$ cat src/rtl/sync_wstage_fifo.sv
// sync_wstage_fifo
// ----------------
// Synchronous FIFO built around one single-port RAM. Every accepted word
// moves through three places, in order:
//   small register staging FIFO -> RAM -> small register output buffer.
// One RAM access (read or write) happens per cycle, so sustained throughput
// is at most one word every two cycles. The RAM read pipeline is 1 cycle.
// From acceptance to out_valid the minimum latency is 4 cycles.
//
// Ports
//   clk        clock; all state changes on the rising edge
//   rstn       synchronous active-low reset
//   in_data    write data
//   in_valid   write request
//   in_ready   FIFO can accept a word (depends only on registered count)
//   out_data   head-of-queue data
//   out_valid  out_data is valid
//   out_ready  consumer takes the word
//   clear      synchronous flush, same effect as reset
//   count      words accepted and not yet delivered
module sync_wstage_fifo #(
    parameter int DATA_WIDTH = 8,
    parameter int FIFO_DEPTH = 256
) (
    input  logic                          clk,
    input  logic                          rstn,
    input  logic [DATA_WIDTH-1:0]         in_data,
    input  logic                          in_valid,
    output logic                          in_ready,
    output logic [DATA_WIDTH-1:0]         out_data,
    output logic                          out_valid,
    input  logic                          out_ready,
    input  logic                          clear,
    output logic [$clog2(FIFO_DEPTH):0]   count
);

    localparam int LB          = $clog2(FIFO_DEPTH);
    localparam int STAGE_DEPTH = 4;
    localparam int OUT_DEPTH   = 4;

    // Write staging FIFO
    logic [DATA_WIDTH-1:0] stage_mem [STAGE_DEPTH];
    logic [1:0]            stage_head;
    logic [1:0]            stage_tail;
    logic [2:0]            stage_count;

    // RAM and its pointers
    logic [DATA_WIDTH-1:0] ram [FIFO_DEPTH];
    logic [DATA_WIDTH-1:0] ram_q;
    logic [LB-1:0]         waddr;
    logic [LB-1:0]         raddr;
    logic [LB-1:0]         ram_addr;
    logic [LB:0]           mem_count;
    logic                  rd_valid;

    // Output buffer
    logic [DATA_WIDTH-1:0] obuf [OUT_DEPTH];
    logic [1:0]            out_head;
    logic [1:0]            out_tail;
    logic [2:0]            out_count;

    logic in_exec;
    logic out_exec;
    logic wr_ok;
    logic rd_ok;
    logic do_write;
    logic do_read;

    assign in_ready  = (count < (LB+1)'(FIFO_DEPTH));
    assign out_valid = (out_count != 3'd0);
    assign out_data  = obuf[out_head];
    assign in_exec   = in_valid & in_ready;
    assign out_exec  = out_valid & out_ready;

    // A read is only issued when the output buffer is guaranteed a free
    // slot for it, counting the read that may already be in flight.
    assign wr_ok = (stage_count != 3'd0);
    assign rd_ok = (mem_count != '0) &&
                   ((out_count + 3'(rd_valid)) < 3'(OUT_DEPTH));

    // A full staging FIFO forces a write so the next accepted word always
    // finds room; otherwise reads win to keep the output side fed.
    assign do_write = wr_ok && ((stage_count == 3'(STAGE_DEPTH)) || !rd_ok);
    assign do_read  = !do_write && rd_ok;
    assign ram_addr = do_write ? waddr : raddr;

    // Single-port RAM: one address, either written or read each cycle.
    always_ff @(posedge clk) begin
        if (do_write) begin
            ram[ram_addr] <= stage_mem[stage_head];
        end else if (do_read) begin
            ram_q <= ram[ram_addr];
        end
    end

    // Data storage of the register FIFOs; pointers are flushed separately,
    // so stale contents here are never observed.
    always_ff @(posedge clk) begin
        if (in_exec) begin
            stage_mem[stage_tail] <= in_data;
        end
        if (rd_valid) begin
            obuf[out_tail] <= ram_q;
        end
    end

    // Control state: occupancy counters, pointers and the read-valid delay.
    // Clearing rd_valid drops any RAM read in flight.
    always_ff @(posedge clk) begin
        if (!rstn || clear) begin
            count       <= '0;
            stage_head  <= 2'd0;
            stage_tail  <= 2'd0;
            stage_count <= 3'd0;
            waddr       <= '0;
            raddr       <= '0;
            mem_count   <= '0;
            rd_valid    <= 1'b0;
            out_head    <= 2'd0;
            out_tail    <= 2'd0;
            out_count   <= 3'd0;
        end else begin
            case ({in_exec, out_exec})
                2'b10:   count <= count + (LB+1)'(1);
                2'b01:   count <= count - (LB+1)'(1);
                default: count <= count;
            endcase

            if (in_exec) begin
                stage_tail <= stage_tail + 2'd1;
            end
            if (do_write) begin
                stage_head <= stage_head + 2'd1;
            end
            case ({in_exec, do_write})
                2'b10:   stage_count <= stage_count + 3'd1;
                2'b01:   stage_count <= stage_count - 3'd1;
                default: stage_count <= stage_count;
            endcase

            if (do_write) begin
                waddr     <= waddr + LB'(1);
                mem_count <= mem_count + (LB+1)'(1);
            end else if (do_read) begin
                raddr     <= raddr + LB'(1);
                mem_count <= mem_count - (LB+1)'(1);
            end
            rd_valid <= do_read;

            if (rd_valid) begin
                out_tail <= out_tail + 2'd1;
            end
            if (out_exec) begin
                out_head <= out_head + 2'd1;
            end
            case ({rd_valid, out_exec})
                2'b10:   out_count <= out_count + 3'd1;
                2'b01:   out_count <= out_count - 3'd1;
                default: out_count <= out_count;
            endcase
        end
    end

endmodule

$ cat config.mk
export PLATFORM = sky130hd
export DESIGN_NAME = sync_wstage_fifo
export DESIGN_NICKNAME = d
export VERILOG_FILES = /design/src/rtl/sync_wstage_fifo.sv
export SDC_FILE = /design/constraint.sdc
export NUM_CORES = 2
export LEC_CHECK = 0
export CAP_MARGIN = 40
export CORE_MARGIN = 2
export CORE_UTILIZATION = 33
export CTS_CLUSTER_SIZE = 16
export DETAILED_ROUTE_END_ITERATION = 16
export SYNTH_ARGS = -nofsm -noshare
export SYNTH_HDL_FRONTEND = slang
export SYNTH_SLANG_ARGS = --single-unit
$ cat constraint.sdc
create_clock -name clk -period 11.9 [get_ports clk]
set_input_delay 2.38 -clock clk [delete_from_list [all_inputs] [get_ports clk]]
set_output_delay 2.38 -clock clk [all_outputs]
set_load 0.02 [all_outputs]
==> flow_metrics.py <==
metrics = {
    "clock_network": {
        "cts_tree": "yes",
        "post_cts_setup_buffer_count": 0,
        "htree_num_levels": 4,
        "cts_sinks": 2173,
        "worst_case_clock_buffer_depth": 3,
        "clock_latency_ns": 0.88,
        "cts.repair.resized": 0,
        "ctsRootBufferMaster": "sky130_fd_sc_hd__clkbuf_16",
        "cts.hold.buffers_added": 0,
        "clk_pin_slew_worst_paths_ns": 0.06,
        "cts_buffers": 210,
    },
    "setup_path": {
        "critical_path_top_delay_cell": "sky130_fd_sc_hd__buf_4",
        "critical_path.n_buffers_inverters": 4,
        "critPathArrivalTime_ns": 6.66,
        "internal_reg_to_reg_setup_slack_ns": 5.96,
        "cp.required_ns": 12.62,
        "critical_path.top_delay_family": "buffers and inverters",
        "critical-path-top-cell-by-count": "sky130_fd_sc_hd__buf_4",
        "crit_type": "reg2reg",
        "critical_path.reg2reg.endpoint": "ram_q[0]$_DFFE_PP_",
        "cp-end-kind": "flop",
        "setup.worst_path.start_class": "flop",
        "worstRegToRegCells": 14,
        "critical_path.cell_chain": "nor4_1 -> nand3_1 -> a41o_4 -> inv_4 -> nand2_1 -> o21ai_4 -> buf_4 -> buf_4 -> buf_4 -> a222oi_1 -> a21oi_1 -> o41ai_1 -> a41oi_1 -> a2111o_1",
        "worst_path_largest_cell_delay_ns": 0.82,
        "worstReg2RegStart": "mem_count[8]$_SDFFE_PP0P_",
        "worstPathMaxFanout": 70,
    },
    "drt": {
        "route.final.wire_length_um": 217000,
        "detail_route.first_pass.iterations": 14,
        "vias_after_detailed_routing": 46800,
        "drt-vias-per-instance": 5.64,
        "ant_nets": 0,
        "drt-initial-drc-count": 8345,
        "wl_per_cell_um": 26.1,
        "post-route-drc-count": 0,
    },
    "logic_synthesis": {
        "synth-seq-area-share_pct": 79.9,
        "synth_top_area_share_pct": 78.6,
        "syn_inst": 4876,
        "postSynth.asyncResetShare_pct": 0,
        "synth_ff_type": "sky130_fd_sc_hd__edfxtp_1",
        "synth_area_per_cell_sq_um": 16.6,
        "yosys_warnings": 0,
        "synth-seq-cells": 2173,
        "synth_area_leader_cell": "sky130_fd_sc_hd__edfxtp_1",
        "netlist_top_cells_area": "sky130_fd_sc_hd__edfxtp_1 (79%), sky130_fd_sc_hd__a222oi_1 (6.3%), sky130_fd_sc_hd__a21oi_1 (3.3%), sky130_fd_sc_hd__nand2_1 (2.6%), sky130_fd_sc_hd__nor2_1 (1.4%)",
        "combined_area_of_all_synthesized_cells_sq_mm": 0.0810,
        "synth_common_cells": "sky130_fd_sc_hd__edfxtp_1 (2120), sky130_fd_sc_hd__nand2_1 (569), sky130_fd_sc_hd__a21oi_1 (539)",
        "syn_nets": 4918,
        "synth_cell_type_count": 57,
        "count_of_flip_flops_with_a_built_in_enable_after_synthesis": 2120,
        "synthMostInstantiatedCell": "sky130_fd_sc_hd__edfxtp_1",
    },
    "power": {
        "vdd_ir_drop_max_uv": 181,
        "p_leak_nw": 26.9,
        "power_per_cell_area_mw_per_mm2": 199,
    },
    "timing": {
        "final.setup.tns_ns": 0,
        "worst_clock_skew_ns": 0.0510,
        "final-max-slew-violation-count": 0,
        "finalSetupViolations": 0,
        "unrepaired_setup_endpoints_after_global_routing": "false",
        "period_share_pct": 49.9,
        "tightest_slew_ns": 1.21,
        "hold_viol_final": 0,
        "max_freq_mhz": 168,
        "period_minus_slack_ns": 5.94,
        "slew_headroom_pct": 19.0,
    },
    "grt": {
        "global_route.overflow_total": 0,
        "maximum_number_of_pins_on_one_net_before_global_route_repair": 191,
        "number_of_global_route_vias_before_repair": 44800,
        "grt_pass1_wl_um": 314000,
        "grtUsageTotal_pct": 16.7,
        "grt_antenna_before_repair": 5,
    },
    "floorplanning": {
        "floorplan.die_area_sq_mm": 0.249,
        "ios": 32,
        "initial_utilization_pct": 33.2,
        "floorplan.rows": 181,
        "fp.dieH_um": 499,
        "die-width_um": 499,
        "core-area_sq_mm": 0.244,
    },
    "min_path": {
        "worst_hold_path.num_cells": 2,
        "worst_hold_path_type": "reg2reg",
        "hp-start": "count[4]$_SDFFE_PP0P_",
        "worstHoldEndpoint": "count[4]$_SDFFE_PP0P_",
    },
    "placement": {
        "dpl-instance-area_sq_mm": 0.0854,
        "post-dp-hpwl_um": 125000,
        "placed_cell_count": 7900,
        "finalWeightedCongestion": 0.835,
        "portBuffers": 31,
    },
    "finish": {
        "finish.cell_count_without_fillers": 8294,
        "final_layout_size_suffix_gt1_share_pct": 9.59,
        "area.growth.synth_to_final_pct": 14.0,
        "design.final.nets": 4953,
        "final.fill_count": 22200,
        "final_cell_area_sq_mm": 0.0923,
    },
    "flow_run": {
        "max-cap-violations": 0,
    },
    "outcome": {
        "status": "finished, final reports clean",
    },
}
==> sequential cells by signal, indices dropped and copies added, names as in the netlist, named ones only <==
register	flops
out_head	2
stage_tail	2
stage_mem	32
mem_count	9
stage_head	2
out_count	3
raddr	8
ram_q	8
stage_count	3
out_tail	2
obuf	32
ram	2048
count	9
rd_valid	1
waddr	8
==> area by class of cell <==
type	count	area, sq um	share of cell area [%]
clock buffers	264	5550	6.01
clock inverters	127	1360	1.47
diodes	2	5.00	0.00542
inverters	26	100	0.108
flip-flops and latches	2173	64700	70.1
repair buffers	185	1830	1.98
multi-input cells	2315	14700	16.0
well taps	3202	4010	4.34
==> cell usage in the layout, fill, tap and decap left out, types with 15 or more instances in the layout <==
cell type,instances
sky130_fd_sc_hd__edfxtp_1,2120
sky130_fd_sc_hd__nand2_1,567
sky130_fd_sc_hd__a21oi_1,539
sky130_fd_sc_hd__a222oi_1,512
sky130_fd_sc_hd__nor2_1,301
sky130_fd_sc_hd__clkbuf_16,213
sky130_fd_sc_hd__o41ai_1,120
sky130_fd_sc_hd__buf_4,110
sky130_fd_sc_hd__clkinv_1,56
sky130_fd_sc_hd__dfxtp_1,53
sky130_fd_sc_hd__clkbuf_1,48
sky130_fd_sc_hd__clkdlybuf4s50_1,31
sky130_fd_sc_hd__clkinv_2,30
sky130_fd_sc_hd__ha_1,26
sky130_fd_sc_hd__inv_1,25
sky130_fd_sc_hd__a41oi_1,25
sky130_fd_sc_hd__nor3_1,21
sky130_fd_sc_hd__bufinv_16,20
sky130_fd_sc_hd__o21ai_0,16
sky130_fd_sc_hd__xnor2_1,16
sky130_fd_sc_hd__xor2_1,16
sky130_fd_sc_hd__buf_2,15
==> per-layer routing <==
layer | GRT usage [%] | vias to the layer above | part of all wire (%)
met1 | 23.5 | 23900 | 41
met5 | 0 | - | 0.0060
met3 | 2.71 | 365 | 9.1
met4 | 5.72 | 2 | 3.3
li1 | - | 20000 | -
met2 | 26.3 | 2523 | 47
==> worst max path at each step <==
stage	start	to	slack [ns]	cells after the start
global placement	in_valid	count[8]$_SDFFE_PP0P_	5.77	15
finish	mem_count[8]$_SDFFE_PP0P_	ram_q[0]$_DFFE_PP_	5.96	14
global route	rd_valid$_SDFF_PP0_	ram_q[3]$_DFFE_PP_	5.68	14
detailed placement	in_valid	count[8]$_SDFFE_PP0P_	5.98	15
floorplan	in_valid	count[8]$_SDFFE_PP0P_	6.99	16
CTS	mem_count[8]$_SDFFE_PP0P_	ram_q[0]$_DFFE_PP_	6.09	14
==> tightest hold or removal path: stages, from the launching register on <==
cell                      delay, ns
sky130_fd_sc_hd__dfxtp_1       0.33
sky130_fd_sc_hd__nand2_1       0.07
sky130_fd_sc_hd__a21oi_1       0.05
==> power by group <==
| part | switching [mW] | total [mW] | internal, mW |
|---|---|---|---|
| Combinational | 2.08 | 3.01 | 0.926 |
| Sequential | 0.0737 | 8.69 | 8.62 |
| Clock | 2.87 | 6.63 | 3.75 |
| Total | 5.03 | 18.3 | 13.3 |
==> stage by stage <==
stage               hold WS [ns]  utilization [%]  power, mW  setup slack [ns]
finish                     0.492             37.9       18.3              5.96
global route               0.509             37.9       18.9              5.68
CTS                        0.492             37.9       18.4              6.09
detailed placement         0.486             35.0       11.9              5.98
global placement           0.481             34.7       11.8              5.77
floorplan                  0.459                -       10.8              6.99
==> logic make-up after synthesis <==
group / share of synthesized area [%]
muxes: 0.507
adders and majority gates: 0.476
xor gates and xnor gates: 0.346
DFF: 79.9
and+or+nand+nor: 4.80
AOI/OAI and AO/OA: 11.9
buffers and inverters: 2.06
Note: power is estimated with default switching activity, not from simulation.
